`src/rtl/dvalid_capture_pkg.sv`:
```
// Shared width derivations and drop-counter constants for the dvalid capture FIFO.
package dvalid_capture_pkg;

   localparam int unsigned DROP_CNT_W = 16;
   localparam logic [DROP_CNT_W-1:0] DROP_CNT_MAX = 16'hFFFF;

   function automatic int unsigned addr_w(input int unsigned depth);
      return $clog2(depth);
   endfunction

   // Occupancy must represent DEPTH itself, hence one extra bit.
   function automatic int unsigned level_w(input int unsigned depth);
      return $clog2(depth) + 1;
   endfunction

endpackage

```
`src/rtl/capture_fifo_mem.sv`:
```
// DEPTH x WIDTH register array: synchronous write, asynchronous read, no reset on storage.
module capture_fifo_mem
   import dvalid_capture_pkg::*;
#(
   parameter int unsigned WIDTH = 32,
   parameter int unsigned DEPTH = 8
) (
   input  logic                       clk,
   input  logic                       we,
   input  logic [addr_w(DEPTH)-1:0]   waddr,
   input  logic [WIDTH-1:0]           wdata,
   input  logic [addr_w(DEPTH)-1:0]   raddr,
   output logic [WIDTH-1:0]           rdata
);

   logic [WIDTH-1:0] mem [DEPTH];

   always_ff @(posedge clk) begin
      if (we) begin
         mem[waddr] <= wdata;
      end
   end

   assign rdata = mem[raddr];

endmodule

```
`src/rtl/dvalid_capture_fifo.sv`:
```
// Non-stalling capture buffer for DATA_OUT/DVALID words with ready/valid read-out.
// Optional DROP_CNT output enabled by defining CAPTURE_FIFO_DROP_CNT_EN.
module dvalid_capture_fifo
   import dvalid_capture_pkg::*;
#(
   parameter int unsigned WIDTH     = 32,
   parameter int unsigned DEPTH     = 8,
   parameter int unsigned AFULL_LVL = DEPTH - 2
) (
   input  logic                       clk,
   input  logic                       rst_n,
   input  logic [WIDTH-1:0]           in_data,
   input  logic                       in_valid,
   output logic [WIDTH-1:0]           out_data,
   output logic                       out_valid,
   input  logic                       out_ready,
   output logic [level_w(DEPTH)-1:0]  level,
   output logic                       afull,
   output logic                       overflow,
   input  logic                       clear_ovf
`ifdef CAPTURE_FIFO_DROP_CNT_EN
   ,
   output logic [DROP_CNT_W-1:0]      drop_cnt
`endif
);

   localparam int unsigned ADDR_W  = addr_w(DEPTH);
   localparam int unsigned LEVEL_W = level_w(DEPTH);
   localparam logic [LEVEL_W-1:0] FULL_LVL = LEVEL_W'(DEPTH);
   localparam logic [LEVEL_W-1:0] AF_LVL   = LEVEL_W'(AFULL_LVL);

   logic [ADDR_W-1:0]  wr_ptr_q, wr_ptr_d;
   logic [ADDR_W-1:0]  rd_ptr_q, rd_ptr_d;
   logic [LEVEL_W-1:0] level_q, level_d;
   logic               afull_q, afull_d;
   logic               overflow_q, overflow_d;
   logic               full, push, pop, drop;
   logic [WIDTH-1:0]   rd_data;

   assign out_valid = (level_q != '0);
   assign full      = (level_q == FULL_LVL);
   assign pop       = out_valid && out_ready;
   // A pop frees the slot in the same cycle, so a full buffer still accepts.
   assign push      = in_valid && (!full || pop);
   assign drop      = in_valid && full && !pop;

   always_comb begin
      wr_ptr_d   = wr_ptr_q;
      rd_ptr_d   = rd_ptr_q;
      level_d    = level_q;
      overflow_d = overflow_q;
      if (push) wr_ptr_d = wr_ptr_q + ADDR_W'(1);
      if (pop)  rd_ptr_d = rd_ptr_q + ADDR_W'(1);
      case ({push, pop})
         2'b10:   level_d = level_q + LEVEL_W'(1);
         2'b01:   level_d = level_q - LEVEL_W'(1);
         default: level_d = level_q;
      endcase
      afull_d = (level_d >= AF_LVL);
      if (drop) begin
         overflow_d = 1'b1;
      end else if (clear_ovf) begin
         overflow_d = 1'b0;
      end
   end

   always_ff @(posedge clk or negedge rst_n) begin
      if (!rst_n) begin
         wr_ptr_q   <= '0;
         rd_ptr_q   <= '0;
         level_q    <= '0;
         afull_q    <= 1'b0;
         overflow_q <= 1'b0;
      end else begin
         wr_ptr_q   <= wr_ptr_d;
         rd_ptr_q   <= rd_ptr_d;
         level_q    <= level_d;
         afull_q    <= afull_d;
         overflow_q <= overflow_d;
      end
   end

   capture_fifo_mem #(
      .WIDTH (WIDTH),
      .DEPTH (DEPTH)
   ) u_mem (
      .clk   (clk),
      .we    (push),
      .waddr (wr_ptr_q),
      .wdata (in_data),
      .raddr (rd_ptr_q),
      .rdata (rd_data)
   );

   assign out_data = out_valid ? rd_data : '0;
   assign level    = level_q;
   assign afull    = afull_q;
   assign overflow = overflow_q;

`ifdef CAPTURE_FIFO_DROP_CNT_EN
   logic [DROP_CNT_W-1:0] drop_cnt_q, drop_cnt_d;

   always_comb begin
      drop_cnt_d = drop_cnt_q;
      if (clear_ovf) begin
         drop_cnt_d = drop ? DROP_CNT_W'(1) : '0;
      end else if (drop && (drop_cnt_q != DROP_CNT_MAX)) begin
         drop_cnt_d = drop_cnt_q + DROP_CNT_W'(1);
      end
   end

   always_ff @(posedge clk or negedge rst_n) begin
      if (!rst_n) begin
         drop_cnt_q <= '0;
      end else begin
         drop_cnt_q <= drop_cnt_d;
      end
   end

   assign drop_cnt = drop_cnt_q;
`endif

endmodule

```
`config.mk`:
```
export PLATFORM = sky130hd
export DESIGN_NAME = dvalid_capture_fifo
export DESIGN_NICKNAME = d
export VERILOG_FILES = /design/src/rtl/dvalid_capture_pkg.sv /design/src/rtl/capture_fifo_mem.sv /design/src/rtl/dvalid_capture_fifo.sv
export SDC_FILE = /design/constraint.sdc
export NUM_CORES = 1
export LEC_CHECK = 0
export CELL_PAD_IN_SITES_DETAIL_PLACEMENT = 1
export CELL_PAD_IN_SITES_GLOBAL_PLACEMENT = 2
export CORE_MARGIN = 10
export CORE_UTILIZATION = 46
export CTS_CLUSTER_DIAMETER = 30
export CTS_CLUSTER_SIZE = 16
export DETAILED_ROUTE_END_ITERATION = 8
export PLACE_DENSITY_LB_ADDON = 0.1
export SLEW_MARGIN = 10
export SYNTH_ARGS = -nofsm -noshare
export SYNTH_HDL_FRONTEND = slang
export SYNTH_SLANG_ARGS = --single-unit
```
`constraint.sdc`:
```
create_clock -name clk -period 4.6 [get_ports clk]
set_input_delay 0.92 -clock clk [delete_from_list [all_inputs] [get_ports clk]]
set_output_delay 0.92 -clock clk [all_outputs]
set_load 0.005 [all_outputs]
```
==> flow_summary.yaml <==
timing:
  maxSlewHeadroom: 0.4096
  clock_skew_ps: 11.16
  worst_pin_slew_ps: 885.6
  grt_setup_unrepaired: "no"
  period_needed_ps: 3924
  slew_violations: 0
  hold_viol_final: 0
  period_share: 0.8531
  setup_viol: 0
  tns_ps: 0
  fmax_mhz: 254.8
placed_design:
  post_dp_cell_area_sq_um: 11600
  hpwl_mm: 12.14
  gp_congestion: 0.7044
  io_buffers: 75
synth:
  synth_mux_area_frac: 0.1740
  avgSynthCellArea_sq_um: 22.05
  synth_fa_ha_area_frac: 0.003630
  synth_warnings: 0
  synth_top_family_by_area: "multiplexers"
  synth_seq_cells: 268
  syn_inst: 469
  synth_xor_area_frac: 0.005929
  yosys.area_share.simple: 0.02311
  synth_compound_area_frac: 0.01004
  syn_area_sq_um: 10340
  syn_nets: 509
  yosysUniqueCellTypes: 33
  synth_seq_area_share: 0.7725
global_route:
  grt_pass1_vias: 5737
  track_usage: 0.1573
  grt_max_degree: 39
  gr-total-overflow: 0
  antenna_found_initial: 0
  grt_pass1_wl_mm: 34.38
critical_path:
  worst-setup-path-type: "flop to output pin"
  crit_arrival_ps: 3000
  worstPathRequired_ps: 3680
  crit_path_max_fanout: 28
  end_kind: "output pin"
  start_kind: "flop"
floorplan:
  die-area_sq_um: 28870
  rows: 54
  die_w_um: 169.9
  coreArea_sq_um: 21960
  start_util: 0.4709
  io_pins: 76
  fp.dieH_um: 169.9
pwr:
  p_leak_nw: 4.449
  p_per_area_nw_per_um2: 709.2
  ir_drop_v: 0.0003548
drt:
  routedWlPerCell_um: 24.39
  drt-total-wl_mm: 22.22
  vias: 4957
  drtIter0Drc: 298
  drc: 0
  via_per_inst: 5.441
  postRouteAntennaNets: 0
  drt-pass1-iter-count: 4
clocking:
  clock_sinks: 268
  htreeDepth: 2
  cts_buffers: 50
  ctsRootBufferMaster: "clkbuf_16"
  cts_tree: "built"
  clk_pin_slew_ps: 50
  hold_buffers: 0
  clk_latency_ps: 530
  cts_buffer_depth: 3
  cts_setup_buffers: 0
  cts_resized: 0
job:
  maxCapViolations: 0
cells_and_area:
  final_area_sq_um: 13200
  n_antenna_cell: 0
  drive_above_1_share: 0.2821
  area_growth_pct: 27.70
  nets: 631
hold_path:
  hold_path_class: "flop to flop"
run_status:
  status: "complete, no violations"
## worst max-delay path, cell delays in order, from the launching register on
cell             delay [ps]
dfrtp_4                 810
buf_4                   390
mux4_2                  540
mux2i_1                 200
nor2_1                   70
clkdlybuf4s50_1         460
## state kept, by name (all words and copies together), names as in the netlist
name	count
wr_ptr_q	3
overflow	1
rd_ptr_q	3
level	4
afull	1
u_mem.mem	256
## cell usage in the layout (no fill, tap or decap), types with 3 or more instances in the layout
cell type,netlist,final
buf_12,0,5
buf_4,0,11
bufinv_16,0,4
clkbuf_1,2,8
clkbuf_16,0,51
clkdlybuf4s50_1,0,75
clkinv_1,0,6
clkinv_2,0,10
clkinv_4,0,3
clkinvlp_4,0,7
dfrtp_1,12,9
edfxtp_1,256,256
ha_1,3,3
inv_1,4,4
inv_6,0,3
mux2i_1,32,32
mux4_2,64,64
nand2_1,3,3
nand2b_1,3,3
nand3_1,3,3
nor2_1,40,33
nor2_4,0,7
xnor2_1,4,4
xor2_1,3,3
## logic make-up after synthesis
| kind of cell | Yosys count |
|---|---|
| compound gates | 11 |
| flops | 268 |
| buf+inv | 26 |
| simple gates | 55 |
| mux | 99 |
| fa+ha+maj | 3 |
| xor+xnor | 7 |
## Yosys cell counts
cell / instances / area (sq um)
xnor2_1: 4 / 35.03
mux2i_1: 32 / 320.3
nor2_1: 40 / 150.1
inv_2: 1 / 3.750
or4_1: 1 / 7.510
nand2_1: 3 / 11.26
or3_4: 1 / 11.26
o22ai_1: 2 / 12.51
buf_1: 8 / 30.03
nor3_1: 2 / 10.01
or2b_2: 1 / 8.760
edfxtp_1: 256 / 7687
mux2_1: 2 / 22.52
o31a_1: 1 / 8.760
o31ai_1: 1 / 7.510
mux2_4: 1 / 15.01
clkbuf_1: 2 / 7.510
buf_2: 11 / 55.05
mux4_2: 64 / 1441
a22oi_2: 1 / 12.51
nand2_2: 1 / 6.260
nand3_1: 3 / 15.01
o21ai_1: 1 / 5.000
xor2_1: 3 / 26.28
o41ai_4: 1 / 27.53
ha_1: 3 / 37.54
inv_1: 4 / 15.01
o211ai_2: 1 / 12.51
dfrtp_1: 12 / 300.3
o21ai_0: 1 / 5.000
a21oi_1: 1 / 5.000
a21o_1: 1 / 7.510
nand2b_1: 3 / 18.77
## layout make-up
| class | count | area (sq um) |
|---|---|---|
| Clock buffer | 59 | 1306 |
| Inverter | 5 | 18.77 |
| Tap cell | 280 | 350.3 |
| Multi-Input combinational cell | 175 | 2303 |
| Timing Repair Buffer | 91 | 933.4 |
| Clock inverter | 33 | 297.8 |
| Fill cell | 1831 | 8755 |
| Sequential cell | 268 | 7994 |
## power by group
| group | switching (mW) | internal (mW) |
|---|---|---|
| sequential | 0.334 | 3.09 |
| clock | 1.16 | 2.25 |
| combinational | 1.11 | 1.43 |
| total | 2.60 | 6.76 |
## through the flow
| stage | power, mW | instances | setup slack, ps | util | hold WS, ps |
|---|---|---|---|---|---|
| after floorplan | 4.789 | 469 | 670.9 | - | 480.5 |
| after global placement | 6.020 | 819 | 1168 | 0.5283 | 511.9 |
| after detailed placement | 6.068 | 819 | 1111 | 0.5283 | 527.3 |
| after CTS | 9.535 | 911 | 548.6 | 0.6013 | 539.7 |
| after global routing | 9.855 | 911 | 451.6 | 0.6013 | 564.7 |
| final | 9.365 | 911 | 675.5 | 0.6013 | 532.7 |
## final timing paths
kind,startpoint,endpoint,slack [ps],cells after the start
min reg2reg,wr_ptr_q[0],wr_ptr_q[0],530,1
min,wr_ptr_q[0],wr_ptr_q[0],530,1
max in group asynchronous,rst_n,rd_ptr_q[0],3370,1
min in group asynchronous,rst_n,overflow,780,1
max reg2reg,level[2],afull,2060,8
max,rd_ptr_q[0],out_data[17],680,5
## metal layers
metal | up-vias | global-route usage | share of wire
li1 | 2206 | - | -
met1 | 2601 | 0.2007 | 0.43
met2 | 123 | 0.2601 | 0.50
met3 | 27 | 0.04118 | 0.053
met4 | 0 | 0.04653 | 0.014
met5 | - | 0 | 0
No activity file was read; power rests on OpenSTA's default activity.
